**config.mk**
```make
export PLATFORM = sky130hd
export DESIGN_NAME = k12a_lcd_ctrl
export DESIGN_NICKNAME = d
export VERILOG_FILES = /design/src/rtl/k12a_lcd_ctrl.sv
export SDC_FILE = /design/constraint.sdc
export NUM_CORES = 1
export LEC_CHECK = 0
export ABC_AREA = 1
export CAP_MARGIN = 0
export CORE_AREA = 2 2 66 131
export DETAILED_ROUTE_END_ITERATION = 10
export DIE_AREA = 0 0 68 133
export PLACE_DENSITY = 0.71
export SLEW_MARGIN = 20
export SYNTH_ARGS = -nofsm -noshare
export SYNTH_HDL_FRONTEND = slang
export SYNTH_SLANG_ARGS = --single-unit
export TNS_END_PERCENT = 50
```
**constraint.sdc**
```tcl
create_clock -name cpu_clock -period 2 [get_ports cpu_clock]
set_input_delay 0.5 -clock cpu_clock [delete_from_list [all_inputs] [get_ports cpu_clock]]
set_output_delay 0.5 -clock cpu_clock [all_outputs]
set_load 0.005 [all_outputs]
```
**src/rtl/k12a_lcd_ctrl.sv**
```systemverilog
// k12a_lcd_ctrl -- HD44780-style character LCD sequencer.
//
// Runs the power-on initialisation sequence, then drains a small queue of
// command/data bytes written by the I/O register file. Each transfer drives
// lcd_rs/lcd_data, waits a setup time, strobes lcd_en, and then waits the
// LCD execution time before the next transfer may start.
//
// Ports:
//   cpu_clock  in   system clock, rising edge
//   reset_n    in   asynchronous active-low reset
//   cmd_valid  in   command byte offered this cycle
//   cmd_rs     in   0 = instruction, 1 = data
//   cmd_data   in   [7:0] byte to transfer
//   cmd_ready  out  queue not full
//   busy       out  sequencer active or queue non-empty
//   init_done  out  init sequence finished (sticky until reset)
//   lcd_rs     out  LCD register select
//   lcd_rw     out  LCD read/write, always write (0)
//   lcd_en     out  LCD enable strobe
//   lcd_data   out  [7:0] LCD data bus
module k12a_lcd_ctrl #(
  parameter int INIT_CYCLES  = 15000,
  parameter int SETUP_CYCLES = 1,
  parameter int PULSE_CYCLES = 1,
  parameter int EXEC_CYCLES  = 40,
  parameter int CLEAR_CYCLES = 1600,
  parameter int FIFO_DEPTH   = 4
) (
  input  logic       cpu_clock,
  input  logic       reset_n,
  input  logic       cmd_valid,
  input  logic       cmd_rs,
  input  logic [7:0] cmd_data,
  output logic       cmd_ready,
  output logic       busy,
  output logic       init_done,
  output logic       lcd_rs,
  output logic       lcd_rw,
  output logic       lcd_en,
  output logic [7:0] lcd_data
);

  localparam int PTR_W = $clog2(FIFO_DEPTH);
  localparam int CNT_W = PTR_W + 1;

  localparam logic [CNT_W-1:0] FULL_COUNT = CNT_W'(FIFO_DEPTH);

  // The shared down-counter is loaded with N-1 so a timed state lasts
  // exactly N cycles (it leaves on the cycle the counter reads zero).
  localparam logic [15:0] INIT_LOAD  = 16'(INIT_CYCLES - 1);
  localparam logic [15:0] SETUP_LOAD = 16'(SETUP_CYCLES - 1);
  localparam logic [15:0] PULSE_LOAD = 16'(PULSE_CYCLES - 1);
  localparam logic [15:0] EXEC_LOAD  = 16'(EXEC_CYCLES - 1);
  localparam logic [15:0] CLEAR_LOAD = 16'(CLEAR_CYCLES - 1);

  typedef enum logic [2:0] {
    ST_PWRWAIT,
    ST_INIT,
    ST_IDLE,
    ST_SETUP,
    ST_PULSE,
    ST_EXEC
  } state_t;

  // Init ROM: function set (8-bit, 2 lines) twice, display on,
  // entry mode increment, clear.
  function automatic logic [7:0] init_byte(input logic [2:0] idx);
    case (idx)
      3'd0, 3'd1: init_byte = 8'h38;
      3'd2:       init_byte = 8'h0C;
      3'd3:       init_byte = 8'h06;
      default:    init_byte = 8'h01;
    endcase
  endfunction

  // ---------------------------------------------------------------------
  // Command queue
  // ---------------------------------------------------------------------
  logic [8:0]       fifo_mem [FIFO_DEPTH];
  logic [PTR_W-1:0] wr_ptr_reg;
  logic [PTR_W-1:0] rd_ptr_reg;
  logic [CNT_W-1:0] count_reg;
  logic             push;
  logic             pop;
  logic [8:0]       head;

  assign cmd_ready = (count_reg != FULL_COUNT);
  assign push      = cmd_valid & cmd_ready;
  assign head      = fifo_mem[rd_ptr_reg];

  // Storage is not reset; a reset flush only clears the pointers.
  always_ff @(posedge cpu_clock) begin
    if (push) begin
      fifo_mem[wr_ptr_reg] <= {cmd_rs, cmd_data};
    end
  end

  always_ff @(posedge cpu_clock or negedge reset_n) begin
    if (!reset_n) begin
      wr_ptr_reg <= '0;
      rd_ptr_reg <= '0;
      count_reg  <= '0;
    end else begin
      if (push) begin
        wr_ptr_reg <= wr_ptr_reg + PTR_W'(1);
      end
      if (pop) begin
        rd_ptr_reg <= rd_ptr_reg + PTR_W'(1);
      end
      case ({push, pop})
        2'b10:   count_reg <= count_reg + CNT_W'(1);
        2'b01:   count_reg <= count_reg - CNT_W'(1);
        default: count_reg <= count_reg;
      endcase
    end
  end

  // ---------------------------------------------------------------------
  // Sequencer FSM
  // ---------------------------------------------------------------------
  state_t      state_reg,     state_next;
  logic [15:0] cnt_reg,       cnt_next;
  logic [2:0]  init_idx_reg,  init_idx_next;
  logic        lcd_rs_reg,    lcd_rs_next;
  logic [7:0]  lcd_data_reg,  lcd_data_next;
  logic        lcd_en_reg,    lcd_en_next;
  logic        init_done_reg, init_done_next;
  logic        is_clear;

  // Clear display (0x01) and return home (0x02/0x03) need the long wait.
  assign is_clear = !lcd_rs_reg && (lcd_data_reg[7:2] == 6'd0) &&
                    (lcd_data_reg[1:0] != 2'd0);

  always_ff @(posedge cpu_clock or negedge reset_n) begin
    if (!reset_n) begin
      state_reg     <= ST_PWRWAIT;
      cnt_reg       <= INIT_LOAD;
      init_idx_reg  <= 3'd0;
      lcd_rs_reg    <= 1'b0;
      lcd_data_reg  <= 8'h00;
      lcd_en_reg    <= 1'b0;
      init_done_reg <= 1'b0;
    end else begin
      state_reg     <= state_next;
      cnt_reg       <= cnt_next;
      init_idx_reg  <= init_idx_next;
      lcd_rs_reg    <= lcd_rs_next;
      lcd_data_reg  <= lcd_data_next;
      lcd_en_reg    <= lcd_en_next;
      init_done_reg <= init_done_next;
    end
  end

  always_comb begin
    state_next     = state_reg;
    cnt_next       = cnt_reg;
    init_idx_next  = init_idx_reg;
    lcd_rs_next    = lcd_rs_reg;
    lcd_data_next  = lcd_data_reg;
    init_done_next = init_done_reg;
    pop            = 1'b0;

    case (state_reg)
      ST_PWRWAIT: begin
        if (cnt_reg == 16'd0) begin
          state_next    = ST_INIT;
          init_idx_next = 3'd0;
        end else begin
          cnt_next = cnt_reg - 16'd1;
        end
      end

      ST_INIT: begin
        lcd_rs_next   = 1'b0;
        lcd_data_next = init_byte(init_idx_reg);
        cnt_next      = SETUP_LOAD;
        state_next    = ST_SETUP;
      end

      // IDLE is only reachable after init completes, so the queue can
      // never be popped before init_done.
      ST_IDLE: begin
        if (count_reg != '0) begin
          pop           = 1'b1;
          lcd_rs_next   = head[8];
          lcd_data_next = head[7:0];
          cnt_next      = SETUP_LOAD;
          state_next    = ST_SETUP;
        end
      end

      ST_SETUP: begin
        if (cnt_reg == 16'd0) begin
          cnt_next   = PULSE_LOAD;
          state_next = ST_PULSE;
        end else begin
          cnt_next = cnt_reg - 16'd1;
        end
      end

      ST_PULSE: begin
        if (cnt_reg == 16'd0) begin
          cnt_next   = is_clear ? CLEAR_LOAD : EXEC_LOAD;
          state_next = ST_EXEC;
        end else begin
          cnt_next = cnt_reg - 16'd1;
        end
      end

      ST_EXEC: begin
        if (cnt_reg == 16'd0) begin
          if (init_done_reg) begin
            state_next = ST_IDLE;
          end else if (init_idx_reg == 3'd4) begin
            init_done_next = 1'b1;
            state_next     = ST_IDLE;
          end else begin
            init_idx_next = init_idx_reg + 3'd1;
            state_next    = ST_INIT;
          end
        end else begin
          cnt_next = cnt_reg - 16'd1;
        end
      end

      default: begin
        state_next = ST_PWRWAIT;
        cnt_next   = INIT_LOAD;
      end
    endcase

    // Registered strobe: glitch-free and high exactly while in PULSE.
    lcd_en_next = (state_next == ST_PULSE);
  end

  assign lcd_rs    = lcd_rs_reg;
  assign lcd_data  = lcd_data_reg;
  assign lcd_en    = lcd_en_reg;
  assign lcd_rw    = 1'b0;
  assign init_done = init_done_reg;
  assign busy      = (state_reg != ST_IDLE) || (count_reg != '0);

endmodule

```
After elaboration in Yosys (flattened, before gate mapping):

Memory sizes are Yosys's and may differ from the RTL's.
Cells that the tools add are included.
Widths: inputs -> output; s select.

* multiplexer cells: 31
* eq/ne operators: 20
* reduce and logical (&&, ||, !) cells: 19
* bitwise operators: 1
* $add $sub $neg: 6

Operators by type and width (count)
* $pmux 16 s5: 1
* $mux 16: 4
* $mux 3: 9
* $pmux 3 s6: 1
* $pmux 6 s3: 1
* $logic_not 16->1: 1
* $pmux 8 s2: 1
* $sub 16x1->16 const B: 1
* $eq 3x2->1 const B: 4
* $eq 3x3->1 const B: 4
* $ne 2x2->1 const B: 6
* $pmux 3 s2: 2
* $mux 11: 1
* $mux 8: 1
* $reduce_bool 2->1: 4
* $mux 1: 7
* $add 3x1->3 const B: 2
* $eq 3x1->1 const B: 2
* $logic_not 3->1: 2
* $logic_not 6->1: 1
* $reduce_and 2->1: 3
* $reduce_and 5->1: 1
* $add 2x1->2 const B: 2
* $mux 2: 2
* other kinds (12): 14

* logic and storage cells: 88
* flip-flop bits (word level): 40
* input port bits: 12
* memory bits (writable): 36
* memories: 1
* output and inout port bits: 14

Memories
* fifo_mem: words 4, width 9, read ports 1, clocked after memory_dff 0, wr ports 1, RTL line 79 `logic [8:0] fifo_mem [FIFO_DEPTH];`

Logic depth before layout (Yosys ltp):

* word-level depth: 6
* gate-level depth with buffers: 12
* gate-level depth less buffers: 12

Worst setup path after synthesis:

OpenSTA, ideal clock, no wires.

* path kind: register -> register
* from: reg state_reg[2]
* to: reg count_reg[2]
* period minus slack after synthesis: 2049 ps
* slack: -49 ps
* buffers on the path: 0
* required time: 1876 ps
* library setup time: 124 ps
* cell stages (with the launch flop): 12
* data arrival time: 1925 ps
* path through: dfrtp_1 nor2_2 inv_2 nor2_4 inv_2 nor2_4 ha_1 inv_1 fa_1 a21oi_1 o21ai_0 xnor2_1

* word-level cells in the longest chain between the ends: 4
* elaborated cells on any way between the ends: 6
* classes of those cells: eq/ne (3); mux (2); reduce/logical (1)

RTL lines
* start: declaration: RTL line 121 `state_t state_reg, state_next;`
* start signal: assignment: RTL line 144 `state_reg <= state_next;`
* $eq 3x2->1 (*): RTL line 163 `case (state_reg)`
* $mux 1 (*): RTL line 163
* named net pop: RTL line 84 `logic pop;`
* $eq 2x1->1 / $eq 2x2->1 (equally long branches): RTL line 110 `case ({push, pop})`
* $pmux 3 s2 / $reduce_bool 2->1 (equally long branches)
* end signal: assignment: RTL line 111 `2'b10: count_reg <= count_reg + CNT_W'(1);`
* end signal: assignment: RTL line 112 `2'b01: count_reg <= count_reg - CNT_W'(1);`
* end signal: assignment: RTL line 113 `default: count_reg <= count_reg;`
* end: declaration: RTL line 82 `logic [CNT_W-1:0] count_reg;`

The timed path passes the listed nets; every way through them passes the cells marked *.
A chain may end at the register's enable or synchronous reset.

Worst setup path after layout:

* from: reg count_reg[0]
* to: out cmd_ready

* word-level cells in the longest chain between the ends: 1

RTL lines
* $ne 3x3->1: RTL line 87 `assign cmd_ready = (count_reg != FULL_COUNT);`
* end: declaration: RTL line 34 `output logic cmd_ready,`

No other way between the ends.

==> out/qor.yml <==
outcome: "finished clean"
grt.busiest_layer: "met2"
timing.fmax_mhz: 514.5
max_cap_viol_count: 0
dp_cells: 572
clk_path_buf_depth: 2
fin_worst_skew_ns: 0.005720
post-place-ws_ns: 0.01142
hold_buffers: 0
cp.depth: 3
grt.total_usage_pct: 19.53
grt_use_met1_pct: 26.65
p_seq_share_pct: 47.2
syn_area_sq_mm: 0.003935
grt_use_met3_pct: 4.252
synth-simple-area-share_pct: 23.69
pwr-share-clk_pct: 41.8
synth-xor-area-share_pct: 3.116
synth_top_family_by_area: "simple AND/OR/NAND/NOR gates"
p_int_uw: 3127
crit_path_start_kind: "register"
dr.pass1.iters: 4
area_growth_pct: 19.87
cp_top_family: "buffers and inverters"
io-pin-count: 26
grt-ovfl-total: 0
first_global_vias: 2871
die_w_um: 68
maxSlewViolCount: 0
layout_commonest_cell: "nand2_1"
path_class: "register to output pin"
core_sq_mm: 0.008115
critPathSlowestCell: "clkdlybuf4s50_1"
grtUsageMet2_pct: 29.50
post_drt_via_cell_ratio: 5.107
netlist_instances: 440
power_uw: 4086
synth_cell_types: 42
p_sw_share_pct: 23.47
detail_route.iter0.violations: 202
ys_warn_count: 0
dieHeight_um: 133
dieArea_sq_mm: 0.009044
hold_ws_ns: 0.06406
cp_cell_sequence: "inv_1 -> nand3_1 -> clkdlybuf4s50_1"
worst-r2r-cell-count: 12
avgSynthCellArea_sq_um: 8.943
ctsRootBufferMaster: "clkbuf_16"
netlist_top_cells_area: "edfxtp_1, dfrtp_1, nand2_1, nor2_1, dfstp_2"
drc: 0
synth_compound_area_share_pct: 9.698
period_needed_ns: 1.944
setup_viol: 0
critical_path_arrival_ns: 1.44
clkSlewWorstSetupHoldPaths_ns: 0.06
nets: 510
placed_area_sq_mm: 0.004384
htree_levels: 3
final_area_sq_mm: 0.004717
power.density_mw_per_mm2: 866.3
path_buf_inv: 2
initial_utilization_pct: 48.49
insertion_delay_ns: 0.34
crit_fanout: 3
layout_common_cells: "nand2_1, nor2_1, inv_1"
combPwrFrac_pct: 11.0
layout_worst_path_cycle_share_pct: 97.18
hold_class: "primary input to async pin"
portBuffers: 24
synth.net_count: 464
switchingPower_uw: 959.1
gp_congestion: 0.8814
wl_per_cell_um: 13.61
cts.sinks: 76
cts_inserted_buffers: 9
seq_area_frac_synth_pct: 53.20
layoutNonFillerInstCount: 589
rows: 47
setup_ws_ns: 0.05647
peakVddDrop_mv: 0.6747
rsz0062_at_grt: "yes"
endpoint_kind: "output pin"
ys_ff_latch: 76
hold_viol: 0
worstPathRequired_ns: 1.50
grt_max_degree: 21
grt_pass1_wl_mm: 13.25
synthMuxAreaShare_pct: 0
synthDominantCellAreaShare_pct: 27.47
layout-drive-gt1-share_pct: 13.85
yosysTopAreaCell: "edfxtp_1"
drtAntennaViolNets: 0
largest_reg_flops: 36
n_antenna_cell: 0
leakage_uw: 0.002152
cpPeakStageDelay_ns: 0.51
dp_hpwl_mm: 5.670
wirelength_mm: 8.019
num_vias: 3008
cts_tree: "built"
antenna_found_initial: 0
synthAdderAreaFrac_pct: 4.006
power groups by stage:
| stage | combinational [uW] | sequential [uW] | clock, uW |
|---|---|---|---|
| floorplan | 265 | 1940 | 0 |
| global placement | 444 | 1950 | 0 |
| detailed placement | 454 | 1960 | 0 |
| CTS | 458 | 1930 | 1740 |
| global route | 524 | 1950 | 1800 |
| finish | 451 | 1930 | 1710 |
per-layer routing:
layer / up-vias / wire length (um)
met5: - / 0
met4: 0 / 218
met3: 15 / 299
met2: 65 / 3807
met1: 1392 / 3693
li1: 1536 / -
final cells by class:
cell class | count | area (sq um)
clock buffer | 10 | 229.0
inverter | 54 | 210.2
sequential | 76 | 2093
timing repair buffer | 41 | 361.6
multi-input combinational | 304 | 1613
tap | 98 | 122.6
fill | 686 | 3398
clock inverter | 6 | 87.58
synth_stat cells, drive strengths merged:
library cell / number
buf: 2
o221ai: 4
fa: 1
or2: 2
conb: 1
nand4: 3
o31ai: 1
ha: 11
dfrtp: 31
a21oi: 9
edfxtp: 36
clkinv: 1
nor3: 4
inv: 53
nor2: 73
and2: 1
o21ai: 42
clkbuf: 4
nand3: 26
o211ai: 2
dfstp: 9
o22ai: 5
a22oi: 1
a31oi: 2
nor3b: 1
xnor2: 2
xor2: 12
nand2: 101
logic make-up after synthesis:
group,after synthesis
AOI/OAI and AO/OA,66
DFF,76
other,1
xor gates and xnor gates,14
and+or+nand+nor,211
adders and majority gates,12
buffers and inverters,60
what timing repair did:
action / in CTS / in global routing
pin swaps: 0 / 2
endpoints found under the setup margin: 1 / 9
gates resized for setup: 2 / 2
buffers inserted: 0 / 1
worst paths after layout:
path	start	end	slack, ns
max in group asynchronous	reset_n	cnt_reg[0]	1.34
worst max register to register	state_reg[1]	count_reg[2]	0.07
worst min-delay path	reset_n	cnt_reg[15]	0.06
worst min register to register	lcd_data[1]	lcd_data[1]	0.51
worst max-delay path	count_reg[0]	cmd_ready	0.06
min in group cpu_clock	lcd_data[1]	lcd_data[1]	0.51
worst reg2reg max path: stages (launching register included):
cell	delay, ns
dfrtp_1	0.35
inv_2	0.06
nor2_2	0.13
inv_2	0.07
nor2_4	0.11
inv_2	0.08
nor2_4	0.13
ha_2	0.17
inv_1	0.05
fa_2	0.34
a21oi_1	0.12
o21ai_1	0.09
xnor2_1	0.12
per-stage QoR:
| stage | utilization (%) | setup TNS, ns |
|---|---|---|
| after CTS | 57.94 | 0 |
| after global routing | 58.13 | -0.06693 |
| final | 58.13 | 0 |
| after floorplan | - | -0.04342 |
| after global placement | 54.02 | 0 |
| after detailed placement | 54.02 | 0 |
Power figures use the tool's default switching activity.
